File: src/rtl/mult_div_unit.sv
// Iterative 32x32 multiply / divide unit with HI/LO registers.
// One radix-2 step per cycle; busy stalls the front end for 33 cycles.
module mult_div_unit #(
  parameter logic [31:0] DIV0_LO = 32'hFFFF_FFFF
) (
  input  logic        clk,
  input  logic        reset,
  input  logic        start,
  input  logic [2:0]  op,
  input  logic [31:0] rs_data,
  input  logic [31:0] rt_data,
  output logic        busy,
  output logic        done,
  output logic [31:0] hi,
  output logic [31:0] lo
);

  typedef enum logic [1:0] {IDLE, RUN, FIX} state_t;

  state_t      state, state_nx;
  logic [4:0]  cnt;
  logic [31:0] m;
  logic [31:0] p_hi;
  logic [31:0] p_lo;
  logic [31:0] rs_sav;
  logic        is_div;
  logic        neg_p;
  logic        neg_a;
  logic        div0;

  logic        md_op;
  logic        sgn_op;
  logic        sa;
  logic        sb;
  logic [31:0] mag_a;
  logic [31:0] mag_b;
  logic [32:0] sum;
  logic [32:0] shl;
  logic [33:0] diff;
  logic [63:0] prod;
  logic [63:0] prod_s;
  logic [31:0] quo;
  logic [31:0] rem;

  assign busy   = (state != IDLE);
  assign md_op  = start && !op[2];
  assign sgn_op = !op[0];
  assign sa     = sgn_op && rs_data[31];
  assign sb     = sgn_op && rt_data[31];
  assign mag_a  = sa ? -rs_data : rs_data;
  assign mag_b  = sb ? -rt_data : rt_data;

  // Multiply adds into the top half then shifts right; divide shifts left.
  assign sum    = {1'b0, p_hi} + (p_lo[0] ? {1'b0, m} : 33'd0);
  assign shl    = {p_hi, p_lo[31]};
  assign diff   = {1'b0, shl} - {2'b00, m};

  assign prod   = {p_hi, p_lo};
  assign prod_s = neg_p ? -prod : prod;
  assign quo    = neg_p ? -p_lo : p_lo;
  assign rem    = neg_a ? -p_hi : p_hi;

  always_ff @(posedge clk or posedge reset) begin
    if (reset) state <= IDLE;
    else       state <= state_nx;
  end

  always_comb begin
    state_nx = state;
    unique case (state)
      IDLE:    if (md_op) state_nx = RUN;
      RUN:     if (cnt == 5'd31) state_nx = FIX;
      FIX:     state_nx = IDLE;
      default: state_nx = IDLE;
    endcase
  end

  always_ff @(posedge clk or posedge reset) begin
    if (reset) begin
      cnt    <= 5'd0;
      m      <= 32'd0;
      p_hi   <= 32'd0;
      p_lo   <= 32'd0;
      rs_sav <= 32'd0;
      is_div <= 1'b0;
      neg_p  <= 1'b0;
      neg_a  <= 1'b0;
      div0   <= 1'b0;
      hi     <= 32'd0;
      lo     <= 32'd0;
      done   <= 1'b0;
    end else begin
      done <= 1'b0;
      if (state == IDLE && start) begin
        unique case (1'b1)
          !op[2]: begin
            cnt    <= 5'd0;
            is_div <= op[1];
            neg_p  <= sa ^ sb;
            neg_a  <= sa;
            div0   <= (rt_data == 32'd0);
            rs_sav <= rs_data;
            p_hi   <= 32'd0;
            m      <= op[1] ? mag_b : mag_a;
            p_lo   <= op[1] ? mag_a : mag_b;
          end
          op == 3'b100: hi <= rs_data;
          op == 3'b101: lo <= rs_data;
          default: ;
        endcase
      end else if (state == RUN) begin
        cnt <= cnt + 5'd1;
        if (!is_div) begin
          p_hi <= sum[32:1];
          p_lo <= {sum[0], p_lo[31:1]};
        end else if (!diff[33]) begin
          p_hi <= diff[31:0];
          p_lo <= {p_lo[30:0], 1'b1};
        end else begin
          p_hi <= shl[31:0];
          p_lo <= {p_lo[30:0], 1'b0};
        end
      end else if (state == FIX) begin
        done <= 1'b1;
        if (!is_div) begin
          hi <= prod_s[63:32];
          lo <= prod_s[31:0];
        end else if (div0) begin
          hi <= rs_sav;
          lo <= DIV0_LO;
        end else begin
          hi <= rem;
          lo <= quo;
        end
      end
    end
  end

endmodule

File: config.mk
export PLATFORM = sky130hd
export DESIGN_NAME = mult_div_unit
export DESIGN_NICKNAME = d
export VERILOG_FILES = /design/src/rtl/mult_div_unit.sv
export SDC_FILE = /design/constraint.sdc
export NUM_CORES = 1
export LEC_CHECK = 0
export ABC_AREA = 1
export CORE_MARGIN = 4
export CORE_UTILIZATION = 36
export CTS_CLUSTER_SIZE = 25
export DETAILED_ROUTE_END_ITERATION = 10
export DONT_BUFFER_PORTS = 1
export HOLD_SLACK_MARGIN = 0.12
export PLACE_DENSITY = 0.62
export SETUP_SLACK_MARGIN = 0.2
export SYNTH_ARGS = -nofsm -noshare
export SYNTH_HDL_FRONTEND = slang
export SYNTH_SLANG_ARGS = --single-unit
File: constraint.sdc
create_clock -name clk -period 7.9 [get_ports clk]
set_clock_uncertainty 0.05 [all_clocks]
set_input_delay 0.395 -clock clk [delete_from_list [all_inputs] [get_ports clk]]
set_output_delay 0.395 -clock clk [all_outputs]
set_load 0.03 [all_outputs]
* After elaboration in Yosys (flattened, before gate mapping)
Cells that the tools add are included.
W data, S select, Z words.
** Word-level totals
- Word-level logic and storage cells :: 89
- Register bits :: 204
- Output and inout bits :: 66
- Input bits :: 70
** Operators by class
- Equal/unequal tests :: 11
- Bitwise gates (word level) :: 2
- Muxes and demuxes :: 39
- Reduce and logical (&&, ||, !) cells :: 16
- Add/subtract/negate cells :: 8
** Operator list (count)
- $mux W32 :: 28
- $neg A32 Y32 :: 4
- $mux W64 :: 1
- $neg A64 Y64 :: 1
- $sub A33 B32 Y34 :: 1
- $add A32 B32 Y33 :: 1
- $logic_not A32 Y1 :: 1
- $mux W5 :: 3
- $ne A2 B2 Y1 const B :: 4
- $eq A3 B3 Y1 const B :: 2
- $reduce_and A2 Y1 :: 3
- $reduce_and A3 Y1 :: 2
- $reduce_bool A2 Y1 :: 3
- $add A5 B1 Y5 const B :: 1
- $eq A5 B5 Y1 const B :: 1
- $logic_and A1 B1 Y1 :: 4
- $mux W1 :: 4
- $mux W2 :: 2
- $ne A2 B1 Y1 const B :: 2
- $pmux W2 S2 :: 1
- $eq A2 B1 Y1 const B :: 1
- $eq A2 B2 Y1 const B :: 1
- $logic_not A1 Y1 :: 2
- $logic_not A2 Y1 :: 1
- other kinds (2) :: 2

* Longest topological paths before layout
Gate-level depths: netlist of run 1.
- Depth after elaboration :: 7
- Depth in mapped cells :: 20
- Mapped depth without buffers :: 18

* Worst setup path before layout of run 1
OpenSTA, ideal clock, no wires.
- Path kind :: reg-to-reg
- Start point :: register p_lo[0]
- End point :: register p_hi[31]
- Library setup time :: 0.066 ns
- Cell stages (with the launch flop) :: 21
- Arrival :: 2.502 ns
- Buffers on the path :: 2
- Required time :: 7.784 ns
- Period minus slack after synthesis :: 2.618 ns
- Slack :: 5.282 ns
- Cell sequence :: dfrtp_1 -> buf_2 -> clkbuf_1 -> nand2_1 -> inv_1 -> ha_1 -> inv_1 -> fa_1 -> o21ai_0 -> nand2_1 -> nand2_1 -> nand2_1 -> nand2_1 -> nand2_1 -> nand2_1 -> nand2_1 -> nand2_1 -> nand2_1 -> inv_1 -> nand2_1 -> nand2_1
** Between the ends
- Longest elaborated chain between the ends :: 5
** RTL lines
- from (decl) :: line 24 : logic [31:0] p_lo;
- from (signal assigned) :: line 105 : p_lo <= op[1] ? mag_a : mag_b;
- from (signal assigned) :: line 115 : p_lo <= {sum[0], p_lo[31:1]};
- from (signal assigned) :: line 118 : p_lo <= {p_lo[30:0], 1'b1};
- $mux W32 :: line 54 : assign sum = {1'b0, p_hi} + (p_lo[0] ? {1'b0, m} : 33'd0);
- $add A32 B32 Y33 :: line 54
- $mux W32 :: line 113 : if (!is_div) begin
- $mux W32 :: line 111 : end else if (state == RUN) begin
- $mux W32 :: line 94 : if (state == IDLE && start) begin
- to (signal assigned) :: line 114 : p_hi <= sum[32:1];
- to (signal assigned) :: line 117 : p_hi <= diff[31:0];
- to (signal assigned) :: line 120 : p_hi <= shl[31:0];
- to (decl) :: line 23 : logic [31:0] p_hi;
No other way between the ends. The select of a mux whose other input is x is not followed.
A chain may end at the register's enable or synchronous reset.

* Worst setup path in the final report of run 1
- Start point :: register is_div
- End point :: register lo[0]
** Between the ends
- Longest elaborated chain between the ends :: 4
** RTL lines
- from (decl) :: line 26 : logic is_div;
- from (signal assigned) :: line 98 : is_div <= op[1];
- $mux W32 :: line 125 : if (!is_div) begin
- $mux W32 :: line 123 : end else if (state == FIX) begin
- $mux W32 :: line 111
- $mux W32 :: line 94
- to (signal assigned) :: line 108 : op == 3'b101: lo <= rs_data;
- to (signal assigned) :: line 127 : lo <= prod_s[31:0];
- to (signal assigned) :: line 133 : lo <= quo;
- to (decl) :: line 15 : output logic [31:0] lo
No other way between the ends. The select of a mux whose other input is x is not followed.

==> results of run 1 <==
-- Yosys cell counts, drive strengths merged (2+ instances only) --
cell type	n	area share
clkinv	5	0.00096
nand4	48	0.015
nand3	266	0.069
o22ai	45	0.014
o21a	4	0.0015
a22o	2	0.00090
dfrtp	204	0.26
a31oi	21	0.0067
or2	4	0.0013
ha	70	0.045
o21bai	6	0.0023
a22oi	6	0.0023
nor2	453	0.089
nor4	3	0.00096
clkbuf	78	0.015
nand3b	17	0.0065
o31ai	8	0.0031
fa	2	0.0020
nor3	34	0.0095
nand2	989	0.19
o221ai	16	0.0072
xnor2	12	0.0054
xor2	66	0.030
o211ai	19	0.0081
a21oi	227	0.059
and2	3	0.0010
o2111ai	2	0.00090
a21o	3	0.0012
buf	40	0.011
o21ai	183	0.047
inv	465	0.089
-- layer usage --
layer | global-route usage | share of wire | wire [um] | vias to the layer above
li1 | - | - | - | 10573
met1 | 0.394 | 0.40 | 35900 | 10496
met2 | 0.457 | 0.44 | 39100 | 1214
met3 | 0.0642 | 0.10 | 8950 | 224
met4 | 0.135 | 0.056 | 4990 | 0
met5 | 0 | 0 | 0 | -
-- registers in the layout, summed over array words and instances, names as in the netlist --
name	cells
neg_p	1
cnt	5
p_lo	32
state	2
rs_sav	32
hi	32
is_div	1
div0	1
m	32
done	1
lo	32
p_hi	32
neg_a	1
-- power breakdown --
group          switching, mW  leakage, nW  internal (mW)
Combinational           4.95         8.01           2.27
Sequential              1.07         2.38           1.54
Clock                  0.504        0.421          0.700
-- cell type report --
cell class / instances / area, sq um / share of cell area
sequential: 204 / 5110 / 0.239
timing repair buffer: 64 / 588 / 0.0275
inverter: 470 / 1770 / 0.0828
tap: 696 / 871 / 0.0407
clock buffer: 33 / 704 / 0.0329
clock inverter: 11 / 153 / 0.00714
multi-input combinational: 2513 / 12200 / 0.570
-- worst max path at each step --
stage / start / endpoint / slack, ns / depth (start not counted)
2_1_floorplan: reset / cnt[0] / 1.89 / 1
3_3_place_gp: is_div / lo[0] / 4.40 / 4
3_5_place_dp: is_div / lo[0] / 4.48 / 4
4_1_cts: is_div / lo[0] / 4.44 / 4
5_1_grt: is_div / lo[0] / 4.25 / 4
6_report: is_div / lo[0] / 4.33 / 4
-- layout by cell type (no fill, tap or decap), drive strengths merged, types with 2 or more instances in the layout --
master | netlist | layout
buf | 40 | 21
nor3 | 34 | 34
nand3 | 266 | 266
nand4 | 48 | 48
ha | 70 | 70
clkbuf | 78 | 33
dfrtp | 204 | 204
nor2 | 453 | 453
nor4 | 3 | 3
clkinv | 5 | 9
inv | 465 | 469
o21bai | 6 | 6
a21o | 3 | 3
a22oi | 6 | 6
nand2 | 989 | 989
a22o | 2 | 2
o21ai | 183 | 183
dlygate4sd3 | 0 | 43
bufinv | 0 | 2
o221ai | 16 | 16
o22ai | 45 | 45
a31oi | 21 | 21
nand3b | 17 | 17
o21a | 4 | 4
a21oi | 227 | 227
or2 | 4 | 4
o31ai | 8 | 8
o2111ai | 2 | 2
and2 | 3 | 3
xnor2 | 12 | 12
fa | 2 | 2
o211ai | 19 | 19
xor2 | 66 | 66
-- worst max-delay path: stages, from the launching register on --
cell and delay (ns):
dfrtp_2 0.64, nand2_1 0.69, clkinv_1 0.83, o21ai_0 0.97, a31oi_1 0.19
-- stage by stage --
stage | hold WS [ns] | utilization | instance area (sq um) | cells
3_5_place_dp | 0.268 | 0.373 | 20100 | 3904
4_1_cts | 0.123 | 0.397 | 21400 | 3991
5_1_grt | 0.134 | 0.397 | 21400 | 3991
2_1_floorplan | 0.393 | - | 19500 | 3305
6_report | 0.122 | 0.397 | 21400 | 3991
3_3_place_gp | 0.272 | 0.373 | 20100 | 3904
-- repair_timing --
action	in CTS	in global routing
endpoints found under the hold margin	131	0
resized for setup	0	0
hold buffers	43	0
-- kinds of logic (layout without fill, tap and decap cells) --
kind of cell,count (synthesis),in the layout,synth area share
DFF,204,204,0.261
adders and majority gates,72,72,0.0469
xor gates and xnor gates,78,78,0.0350
buffers and inverters,588,578,0.116
and+or+nand+nor,1817,1817,0.384
AOI/OAI and AO/OA,546,546,0.157
==> impl_metrics.ini, run 1 <==
[status]
status = finished, final reports clean

[grt]
grt_pass1_wl_mm = 129
grt_start_max_net_pins = 75
grt_usage = 0.295
grt_pass1_vias = 20247
grt-ovfl-total = 0
antenna_found_initial = 0

[timing]
hold_viol = 0
worst_slack_ns = 4.33
setup_viol = 0
fin_crit_sh = 0.452
drv_slew = 0
tightest_slew_ns = 1.16
fin_tns_setup_ns = 0
rsz0062_at_grt = false
maxSlewHeadroom = 0.228
fmax_ghz = 0.280
min_period_ns = 3.57

[yosys]
synth_edf_count = 0
syn_avg_cell_area_sq_um = 5.91
synth-main-ff-cell = dfrtp_1
synthDistinctLibCells = 52
synth_area_sq_um = 19500
synth_cells = 3305
yosys_warnings = 0
synthArstFlopShare = 1.00
ys_seq_area_frac = 0.261
synth_fp_nets = 3447
ys_ff_latch = 204

[critical_path]
end_kind = flip-flop
worstPathArrival_ns = 3.94
rr_startpoint = is_div
r2r_cells = 4
crit_fanout = 27
r2r-end = lo[0]
setup.worst_path.class = reg2reg
cp.required_ns = 8.27
cp-start-kind = flip-flop
worst-r2r-setup-slack_ns = 4.33

[routing]
drc = 0
drt-total-wl_mm = 89.0
ant_nets = 0
dr.first_iter.drc_count = 2722
wl_per_cell_um = 22.3
avgViaCountPerCell = 5.64
vias = 22507
firstDrtPassIters = 8

[die]
dieWidth_um = 241
io_pins = 136
initial_utilization = 0.363
core_sq_um = 53800
die_h_um = 241
row_count = 85
die_area_sq_um = 58100

[pwr]
power_mw = 11.0
p_per_area_nw_per_um2 = 516
p_leak_nw = 10.8
peakVddDrop_mv = 0.192

[clock_tree]
cts_max_level = 1
clk_pin_slew_ns = 0.07
clk-insertion-delay-late_ns = 0.57
cts_root_buf = clkbuf_16
cts_tree = yes
clock-sinks = 204
cts-buffers-inserted = 24
post_cts_buffers = 0
cts.path.max_buffers = 3

[hold_path]
min_to = p_lo[17]
min_path_cells = 3
hp-start = rs_data[17]
hold_path.class = in2reg

[final_layout]
nets = 3419
diodes = 0
drive_gt1_frac = 0.0355
synthToLayoutAreaGrowth_pct = 9.45
nFillCells = 5998

[placed_design]
hpwlAfterDp_mm = 70.5
io_buffer_count = 0
gp_congestion = 1.05
place_ws_ns = 4.48

[job]
cap_violations = 0
Power figures use the tool's default switching activity.
==> inputs of run 2 (changes only) <==
Settings changed: PLACE_DENSITY 0.62 to 0.64.
Clock period 7.9 ns to 2.92 ns, I/O delays scaled along.
==> impl_metrics.ini, run 2 (same netlist as run 1, synthesis figures left out) <==
[clock_tree]
clk_pin_slew_ns = 0.06
cts-buffers-inserted = 27
clock-sinks = 204
clk-insertion-delay-late_ns = 0.60
cts_root_buf = clkbuf_16
cts_tree = yes
cts_max_level = 1
cts.path.max_buffers = 3

[job]
cap_violations = 0

[routing]
ant_nets = 0
dr.first_iter.drc_count = 2911
vias = 23339
firstDrtPassIters = 8
drc = 0
avgViaCountPerCell = 5.63
wl_per_cell_um = 22.9
drt-total-wl_mm = 95.0

[placed_design]
hpwlAfterDp_mm = 75.4
io_buffer_count = 0
gp_congestion = 1.05

[timing]
hold_viol = 0
fin_crit_sh = 0.917
fin_tns_setup_ns = 0
fmax_ghz = 0.373
min_period_ns = 2.68
rsz0062_at_grt = true
holdWs_ns = 0.121
drv_slew = 0
setup_viol = 0
maxSlewHeadroom = 0.283
tightest_slew_ns = 1.07

[die]
row_count = 85
die_h_um = 241
core_sq_um = 53800
dieWidth_um = 241
die_area_sq_um = 58100
initial_utilization = 0.363
io_pins = 136

[grt]
antenna_found_initial = 4
grt_pass1_vias = 21411
grt_usage = 0.315
grt_pass1_wl_mm = 138
grt-ovfl-total = 0
grt_start_max_net_pins = 94

[final_layout]
final_cell_mix = 961 x nand2_1, 455 x inv_1, 417 x nor2_1
nets = 3569
fin_util = 0.431
drive_gt1_frac = 0.0890
nFillCells = 5861
layout_commonest_cell = nand2_1
synthToLayoutAreaGrowth_pct = 18.7

[critical_path]
cp.required_ns = 3.38
setup.worst_path.class = in2reg
worstPathArrival_ns = 3.14
end_kind = flip-flop
cp-start-kind = input pin
crit_fanout = 2

[pwr]
p_per_area_nw_per_um2 = 1400
peakVddDrop_mv = 0.638
p_leak_nw = 11.6

[status]
status = finished, final reports clean

[hold_path]
hold_path.class = in2reg
-- run 2: cell types whose count changed in the layout (fill, tap and decap cells not counted), moves of 10 or more --
cell / previous run / this run
buf_12: 0 / 10
o21ai_1: 6 / 17
dlygate4sd3_1: 43 / 90
o21ai_0: 177 / 162
ha_1: 70 / 56
nand2_1: 980 / 961
nor2_1: 435 / 417
a21oi_1: 223 / 209
a21oi_2: 3 / 15
buf_4: 21 / 110
nor2_2: 13 / 27
nand2_2: 8 / 26
-- run 2: area by class of cell --
cell class / count / area [sq um] / area share
diodes: 3 / 7.51 / 0.000324
clock buffers: 35 / 716 / 0.0309
clock inverters: 15 / 229 / 0.00987
inverters: 470 / 1770 / 0.0762
multi-input cells: 2513 / 12500 / 0.541
flip-flops and latches: 204 / 5120 / 0.221
well taps: 696 / 871 / 0.0376
repair buffers: 211 / 1940 / 0.0836
-- run 2: path summary, 6_finish.rpt --
| kind | startpoint | end | slack [ns] | cells after the start |
|---|---|---|---|---|
| setup reg to reg | p_lo[0] | p_hi[19] | 0.26 | 15 |
| max in group asynchronous | reset | lo[15] | 1.75 | 3 |
| setup / recovery | rt_data[19] | m[21] | 0.24 | 11 |
| hold reg to reg | rs_sav[6] | rs_sav[6] | 0.44 | 2 |
| min in group asynchronous | reset | rs_sav[3] | 0.13 | 2 |
| hold / removal | rt_data[18] | p_lo[20] | 0.12 | 6 |
-- run 2: per-layer routing --
layer  GRT usage  routed length [um]  share of wire
met1       0.424               39100           0.41
met2       0.484               41200           0.43
met3      0.0676                9160          0.096
met4       0.147                5500          0.058
met5           0                  41        0.00043
-- run 2: through the flow --
step	area, sq um	setup slack (ns)	power, mW	instances
after floorplan	19500	0.0797	19.8	3305
after CTS	22800	0.140	31.3	4141
after detailed placement	20900	0.107	27.3	4001
final	23200	0.242	32.5	4147
after global placement	20900	0.0520	27.4	4001
after global routing	23200	0.148	34.8	4144
-- run 2: what timing repair did --
action / in CTS / in global routing
setup endpoints to repair: 14 / 64
hold endpoints to repair: 332 / 0
setup buffers: 0 / 3
resized for setup: 6 / 109
pin swaps: 0 / 6
hold buffers: 90 / 0
-- run 2: report_power, final --
group	switching (mW)	internal [mW]	leakage (nW)
Sequential	2.08	4.18	2.37
Clock	1.49	2.19	0.462
Combinational	15.0	7.55	8.78
-- run 2: critical path, stage by stage --
cell and delay [ns]:
dlygate4sd3_1 0.59, nor2_1 0.16, inv_1 0.07, nor3_1 0.23, dlygate4sd3_1 0.60, nand2_1 0.06
nand2_1 0.09, xor2_1 0.37, dlygate4sd3_1 0.67, nand2_1 0.07, o211ai_1 0.09
